===== config.mk =====
export PLATFORM = sky130hd
export DESIGN_NAME = macc_loader_flat
export DESIGN_NICKNAME = d
export VERILOG_FILES = /design/src/rtl/macc_loader_if.sv /design/src/rtl/macc_loader.sv /design/src/flat_wrapper.sv
export SDC_FILE = /design/constraint.sdc
export NUM_CORES = 1
export LEC_CHECK = 0
export CAP_MARGIN = 20
export CELL_PAD_IN_SITES_DETAIL_PLACEMENT = 1
export CELL_PAD_IN_SITES_GLOBAL_PLACEMENT = 1
export CORE_MARGIN = 2
export CORE_UTILIZATION = 26
export CTS_BUF_LIST = sky130_fd_sc_hd__clkbuf_4 sky130_fd_sc_hd__clkbuf_8
export CTS_CLUSTER_SIZE = 12
export DETAILED_ROUTE_END_ITERATION = 8
export PLACE_DENSITY = 0.82
export SYNTH_ARGS = -nofsm -noshare
export SYNTH_HDL_FRONTEND = slang
export SYNTH_SLANG_ARGS = --single-unit

===== constraint.sdc =====
create_clock -name CLK -period 2.5 [get_ports CLK]
set_clock_uncertainty 0.2 [all_clocks]
set_input_delay 0.5 -clock CLK [delete_from_list [all_inputs] [get_ports CLK]]
set_output_delay 0.5 -clock CLK [all_outputs]
set_load 0.05 [all_outputs]

===== src/rtl/macc_loader_if.sv =====
// rtl/macc_loader_if.sv - stream and matrix-port bundle between macc_loader and its neighbours
interface macc_loader_if #(
  parameter int DATA_W = 32
);
  logic [DATA_W-1:0] s_data;
  logic              s_valid;
  logic              s_ready;
  logic [DATA_W-1:0] m_data;
  logic              m_valid;
  logic              m_ready;
  logic [2:0]        wen;
  logic [2:0]        ren;
  logic [DATA_W-1:0] mat_wdata;
  logic [DATA_W-1:0] mat_rdata_a;
  logic [DATA_W-1:0] mat_rdata_b;
  logic [DATA_W-1:0] mat_rdata_c;

  modport master (
    input  s_data, s_valid, m_ready, mat_rdata_a, mat_rdata_b, mat_rdata_c,
    output s_ready, m_data, m_valid, wen, ren, mat_wdata
  );

  modport slave (
    output s_data, s_valid, m_ready, mat_rdata_a, mat_rdata_b, mat_rdata_c,
    input  s_ready, m_data, m_valid, wen, ren, mat_wdata
  );
endinterface


===== src/rtl/macc_loader.sv =====
// rtl/macc_loader.sv - stream-to-matrix load sequencer; readback path under MACC_LOADER_READBACK_EN
module macc_loader #(
  parameter int DATA_W = 32,
  parameter int IDX_W  = 10
) (
  input  logic             CLK,
  input  logic             RST,
  input  logic             start,
  input  logic             mode,
  input  logic [1:0]       mat_sel,
  input  logic [IDX_W-1:0] max_col,
  input  logic [IDX_W-1:0] max_row,
  macc_loader_if.master    bus,
  output logic             busy,
  output logic             done,
  output logic             err
);

  typedef enum logic [1:0] {
    IDLE = 2'd0,
    LOAD = 2'd1,
`ifdef MACC_LOADER_READBACK_EN
    READ = 2'd2,
`endif
    DONE = 2'd3
  } state_t;

  state_t            state;
  logic [1:0]        sel;
  logic [IDX_W-1:0]  col, row, lim_col, lim_row;
  logic [IDX_W-1:0]  col_nxt, row_nxt;
  logic              s_ready_r;
  logic [2:0]        wen_r;
  logic [DATA_W-1:0] wdata_r;
  logic [2:0]        sel_oh;
  logic              last;
  logic              hs;
  logic              start_bad;

  assign sel_oh = 3'b100 >> sel;
  assign last   = (row == lim_row) && (col == lim_col);
  assign hs     = s_ready_r & bus.s_valid;

  always_comb begin
    col_nxt = col + 1'b1;
    row_nxt = row;
    if (col == lim_col) begin
      col_nxt = '0;
      row_nxt = row + 1'b1;
    end
  end

`ifdef MACC_LOADER_READBACK_EN
  logic              rd_all;
  logic              ren_q;
  logic [1:0]        fcnt;
  logic [DATA_W-1:0] f0, f1;
  logic [DATA_W-1:0] rdata;
  logic              pop;
  logic              issue;
  logic [2:0]        occ;

  assign start_bad = (mat_sel == 2'd3);
  assign pop       = (fcnt != 2'd0) & bus.m_ready;
  assign occ       = {1'b0, fcnt} + {2'b00, ren_q};

  // Read strobe depends on this cycle's pop so the 2-entry FIFO sustains one element per cycle.
  always_comb begin
    issue = (state == READ) && !rd_all && (occ < (3'd2 + {2'b00, pop}));
    case (sel)
      2'd0:    rdata = bus.mat_rdata_a;
      2'd1:    rdata = bus.mat_rdata_b;
      default: rdata = bus.mat_rdata_c;
    endcase
  end

  assign bus.ren     = issue ? sel_oh : 3'b000;
  assign bus.m_valid = (fcnt != 2'd0);
  assign bus.m_data  = f0;
`else
  logic unused_rb;

  assign start_bad   = (mat_sel == 2'd3) | mode;
  assign unused_rb   = ^{bus.m_ready, bus.mat_rdata_a, bus.mat_rdata_b, bus.mat_rdata_c};
  assign bus.ren     = 3'b000;
  assign bus.m_valid = 1'b0;
  assign bus.m_data  = '0;
`endif

  always_ff @(posedge CLK) begin
    if (RST) begin
      state     <= IDLE;
      sel       <= 2'd0;
      col       <= '0;
      row       <= '0;
      lim_col   <= '0;
      lim_row   <= '0;
      s_ready_r <= 1'b0;
      wen_r     <= 3'b000;
      wdata_r   <= '0;
      busy      <= 1'b0;
      done      <= 1'b0;
      err       <= 1'b0;
`ifdef MACC_LOADER_READBACK_EN
      rd_all    <= 1'b0;
      ren_q     <= 1'b0;
      fcnt      <= 2'd0;
      f0        <= '0;
      f1        <= '0;
`endif
    end else begin
      wen_r <= 3'b000;
      done  <= 1'b0;
      err   <= 1'b0;
      case (state)
        IDLE: begin
          if (start) begin
            if (start_bad) begin
              err <= 1'b1;
            end else begin
              sel     <= mat_sel;
              lim_col <= max_col;
              lim_row <= max_row;
              col     <= '0;
              row     <= '0;
              busy    <= 1'b1;
`ifdef MACC_LOADER_READBACK_EN
              rd_all  <= 1'b0;
              if (mode) begin
                state <= READ;
              end else begin
                state     <= LOAD;
                s_ready_r <= 1'b1;
              end
`else
              state     <= LOAD;
              s_ready_r <= 1'b1;
`endif
            end
          end
        end
        LOAD: begin
          if (hs) begin
            wen_r   <= sel_oh;
            wdata_r <= bus.s_data;
            col     <= col_nxt;
            row     <= row_nxt;
            if (last) begin
              state     <= DONE;
              s_ready_r <= 1'b0;
              done      <= 1'b1;
            end
          end
        end
`ifdef MACC_LOADER_READBACK_EN
        READ: begin
          if (issue) begin
            col <= col_nxt;
            row <= row_nxt;
            if (last) rd_all <= 1'b1;
          end
          // Final pop: everything issued, nothing in flight, one entry left.
          if (rd_all && pop && (fcnt == 2'd1) && !ren_q) begin
            state <= DONE;
            done  <= 1'b1;
          end
        end
`endif
        DONE: begin
          state <= IDLE;
          busy  <= 1'b0;
        end
        default: state <= IDLE;
      endcase
`ifdef MACC_LOADER_READBACK_EN
      ren_q <= issue;
      case ({ren_q, pop})
        2'b10: begin
          if (fcnt == 2'd0) f0 <= rdata;
          else              f1 <= rdata;
          fcnt <= fcnt + 2'd1;
        end
        2'b01: begin
          f0   <= f1;
          fcnt <= fcnt - 2'd1;
        end
        2'b11: begin
          if (fcnt == 2'd1) begin
            f0 <= rdata;
          end else begin
            f0 <= f1;
            f1 <= rdata;
          end
        end
        default: ;
      endcase
`endif
    end
  end

  assign bus.s_ready   = s_ready_r;
  assign bus.wen       = wen_r;
  assign bus.mat_wdata = wdata_r;

endmodule


===== src/flat_wrapper.sv =====
// flat-port wrapper written by rule: the top's interface ports become plain ports
module macc_loader_flat 
#(
  parameter int DATA_W = 32,
  parameter int IDX_W  = 10
)
  (CLK, RST, start, mode, mat_sel, max_col, max_row, busy, done, err, bus_s_data, bus_s_valid, bus_m_ready, bus_mat_rdata_a, bus_mat_rdata_b, bus_mat_rdata_c, bus_s_ready, bus_m_data, bus_m_valid, bus_wen, bus_ren, bus_mat_wdata);
  macc_loader_if #(.DATA_W(DATA_W)) bus_i ();
  input  logic CLK;
  input  logic RST;
  input  logic start;
  input  logic mode;
  input  logic [1:0] mat_sel;
  input  logic [IDX_W-1:0] max_col;
  input  logic [IDX_W-1:0] max_row;
  output logic busy;
  output logic done;
  output logic err;
  input wire logic [$bits(bus_i.s_data)-1:0] bus_s_data;
  input wire logic [$bits(bus_i.s_valid)-1:0] bus_s_valid;
  input wire logic [$bits(bus_i.m_ready)-1:0] bus_m_ready;
  input wire logic [$bits(bus_i.mat_rdata_a)-1:0] bus_mat_rdata_a;
  input wire logic [$bits(bus_i.mat_rdata_b)-1:0] bus_mat_rdata_b;
  input wire logic [$bits(bus_i.mat_rdata_c)-1:0] bus_mat_rdata_c;
  output wire logic [$bits(bus_i.s_ready)-1:0] bus_s_ready;
  output wire logic [$bits(bus_i.m_data)-1:0] bus_m_data;
  output wire logic [$bits(bus_i.m_valid)-1:0] bus_m_valid;
  output wire logic [$bits(bus_i.wen)-1:0] bus_wen;
  output wire logic [$bits(bus_i.ren)-1:0] bus_ren;
  output wire logic [$bits(bus_i.mat_wdata)-1:0] bus_mat_wdata;
  assign bus_i.s_data = bus_s_data;
  assign bus_i.s_valid = bus_s_valid;
  assign bus_i.m_ready = bus_m_ready;
  assign bus_i.mat_rdata_a = bus_mat_rdata_a;
  assign bus_i.mat_rdata_b = bus_mat_rdata_b;
  assign bus_i.mat_rdata_c = bus_mat_rdata_c;
  assign bus_s_ready = bus_i.s_ready;
  assign bus_m_data = bus_i.m_data;
  assign bus_m_valid = bus_i.m_valid;
  assign bus_wen = bus_i.wen;
  assign bus_ren = bus_i.ren;
  assign bus_mat_wdata = bus_i.mat_wdata;
  macc_loader #(.DATA_W(DATA_W), .IDX_W(IDX_W)) u_core (.CLK(CLK), .RST(RST), .start(start), .mode(mode), .mat_sel(mat_sel), .max_col(max_col), .max_row(max_row), .bus(bus_i), .busy(busy), .done(done), .err(err));
endmodule

==> run_results.csv <==
group,metric,value,unit
route,wl_per_cell,13.97,microns
min_path,min_path_type,"flip-flop to flip-flop",
timing,whs,255.1,ps
timing,maxSlewViolCount,0,
power,p_leak,1.822,nW
synthesis,synth_area_leaders,"dfxtp_1, nand2_1, a21oi_1, buf_4, xor2_1",
route,num_vias,3327,
clock_tree,clock_sinks,83,
layout,finalNetCount,707,
power,p_sw_frac,0.2772,
clock_tree,htreeDepth,3,
synthesis,synth_top_area_cell,"dfxtp_1",
place,hpwlAfterDp,7554,microns
route,drtAntennaViolNets,0,
floorplanning,die_y,122.6,microns
clock_tree,cts_resized,0,
synthesis,synth_edf_count,0,
timing,hold_viol,0,
clock_tree,cts_setup_buffers,0,
floorplanning,die_w,122.6,microns
clock_tree,clkSlewWorstSetupHoldPaths,80,ps
status,status,"finished, final reports clean",
setup_path,reg2reg_slack,290,ps
place,io_buffers,97,
timing,finalCritPeriodShare,0.9386,
power,power.net_switching,0.7608,mW
global_routing,antenna_found_initial,0,
floorplanning,start_util,0.2647,
layout,drive_gt1_frac,0.07790,
layout,num_antenna_cells,0,
synthesis,synth_cells,447,
synthesis,async_flop_share,0,
clock_tree,clock_path_buffers,2,
setup_path,endpoint_kind,"flip-flop",
place,pre_cts_ws,-211.1,ps
clock_tree,insertion_delay,360,ps
floorplanning,core_area,0.01383,sq mm
timing,fin_crit,2346,ps
min_path,worstHoldPathCells,2,
power,p_comb_frac,0.158,
synthesis,ys.flop_type,"dfxtp_1",
synthesis,syn_area_per_cell,8.187,sq um
timing,tns,0,ps
global_routing,grt_pass1_vias,3465,
synthesis,ys.warnings.count,0,
global_routing,grt_pass1_wl,16720,microns
synthesis,synth.top_cells.by_count,"nand2_1, dfxtp_1, a21oi_1",
timing,postLayoutSetupSlackWorst,153.6,ps
place,finalWeightedCongestion,0.8019,
synthesis,ys_types,44,
clock_tree,hold_buffers,0,
route,drt_iter0_drc,70,
synthesis,synth_seq_area_share,0.4540,
layout,final-instance-count-excl-fill,732,
synthesis,ys_ff_latch,83,
setup_path,required,2600,ps
layout,seq_area,0.001662,sq mm
setup_path,r2r_end,"u_core.row[5]$_SDFFE_PP0P_",
timing,rsz0062_at_grt,"false",
floorplanning,die_area,0.01504,sq mm
power,intPower,1.984,mW
floorplanning,ioPinCount,231,
layout,multiInputGateArea,0.001760,sq mm
run,drv_cap,0,
timing,finalSetupViolations,0,
global_routing,grt_usage,0.1407,
synthesis,yosysMostFrequentCell,"nand2_1",
place,dp.cells,718,
global_routing,overflow,0,
power,power,2.745,mW
timing,worst_pin_slew,549.7,ps
power,power_frac_clock,0.346,
setup_path,r2r_cells,5,
route,wirelength,10220,microns
power,p_per_area,552.9,mW/mm^2
setup_path,r2r-start,"u_core.col[6]$_SDFFE_PP0P_",
route,viasPerCell,4.545,
power,vdd_ir_drop_max,0.2085,mV
setup_path,worstPathMaxFanout,2,
route,first_pass_iters,4,
global_routing,grt_start_max_net_pins,49,
min_path,hold-path-endpoint,"u_core.bus.mat_wdata[9]$_SDFFE_PP0P_",
min_path,hp-start,"u_core.bus.mat_wdata[9]$_SDFFE_PP0P_",
timing,max_freq,0.4262,GHz
setup_path,critPathKind,"primary input to flip-flop",
place,placed_area,0.004780,sq mm
layout,fin_util,0.3591,
layout,design_area,0.004965,sq mm
setup_path,arrival,2440,ps
synthesis,syn-cell-area,0.003660,sq mm
power,p_seq_frac,0.496,
setup_path,start_kind,"primary input",
clock_tree,cts_tree,"built",
layout,syn2layout_area_growth,35.66,%
layout,n_fill_cell,1657,
floorplanning,rows,43,
timing,max_slew_margin,0.6324,
route,drc,0,
synthesis,yosysTopAreaCellShare,0.4540,
clock_tree,root_buffer,"clkbuf_8",
clock_tree,numCtsBuffers,9,
worst max-delay path, cell delays in order:
cell and delay (ps):
clkdlybuf4s50_1 510, nor3b_1 330, a21oi_2 120, or4b_1 530, or3_1 320, a21oi_1 140
routing by layer:
metal	up-vias	routed length, microns	global-route usage
met1	1580	4288	0.1589
met4	0	167	0.05747
met5	-	0	0
li1	1641	-	-
met3	14	794	0.04833
met2	92	4972	0.2420
state kept, by name, summed over array words and instances (netlist names):
| register | cells |
|---|---|
| u_core.bus.mat_wdata | 32 |
| u_core.bus.s_ready | 1 |
| u_core.bus.wen | 3 |
| u_core.busy | 1 |
| u_core.col | 10 |
| u_core.done | 1 |
| u_core.err | 1 |
| u_core.lim_col | 10 |
| u_core.lim_row | 10 |
| u_core.row | 10 |
| u_core.sel | 2 |
| u_core.state | 2 |
final cells by class:
| type | instances | share of cell area |
|---|---|---|
| Sequential cell | 83 | 0.3347 |
| Timing Repair Buffer | 117 | 0.2273 |
| Multi-Input combinational cell | 337 | 0.3546 |
| Inverter | 1 | 0.0007560 |
| Clock buffer | 11 | 0.02923 |
| Tap cell | 180 | 0.04536 |
| Clock inverter | 3 | 0.008065 |
logic make-up (layout without fill, tap and decap cells):
family,Yosys count,after routing,share of synthesized area
fa+ha+maj,2,2,0.006837
flops,83,83,0.4540
buf+inv,62,132,0.1009
compound gates,85,85,0.1285
other cells,1,36,0.001025
simple gates,187,187,0.2441
xor+xnor,27,27,0.06461
cell usage in the layout (no fill, tap or decap), types with 5 or more instances in the layout:
master,Yosys,layout
or4_1,5,5
xor2_1,22,22
nand4_1,7,7
nor4_1,7,7
clkdlybuf4s50_1,0,96
nor3_1,5,5
nand2_1,122,122
clkbuf_8,0,10
xnor2_1,5,5
a21oi_1,66,66
dfxtp_1,83,83
nand3_1,8,8
nor2_1,12,12
conb_1,1,36
buf_4,36,19
worst max-delay path by stage:
stage,depth (start not counted),start,slack [ps],to
2_1_floorplan,5,u_core.bus.s_ready$_SDFFE_PP0P_,290,u_core.row[9]$_SDFFE_PP0P_
3_3_place_gp,6,start,-160,u_core.row[9]$_SDFFE_PP0P_
3_5_place_dp,6,start,-210,u_core.row[9]$_SDFFE_PP0P_
4_1_cts,6,start,160,u_core.row[9]$_SDFFE_PP0P_
5_1_grt,6,start,90,u_core.row[9]$_SDFFE_PP0P_
6_report,6,start,150,u_core.row[9]$_SDFFE_PP0P_
power by group through the flow:
stage                     Sequential [mW]  Clock [mW]  Combinational (mW)
after floorplan                      1.41           0               0.285
after global placement               1.39           0               0.424
after detailed placement             1.39           0               0.433
after CTS                            1.36       0.988               0.434
after global routing                 1.37        1.04               0.466
final                                1.36       0.951               0.433
Power figures use the tool's default switching activity.
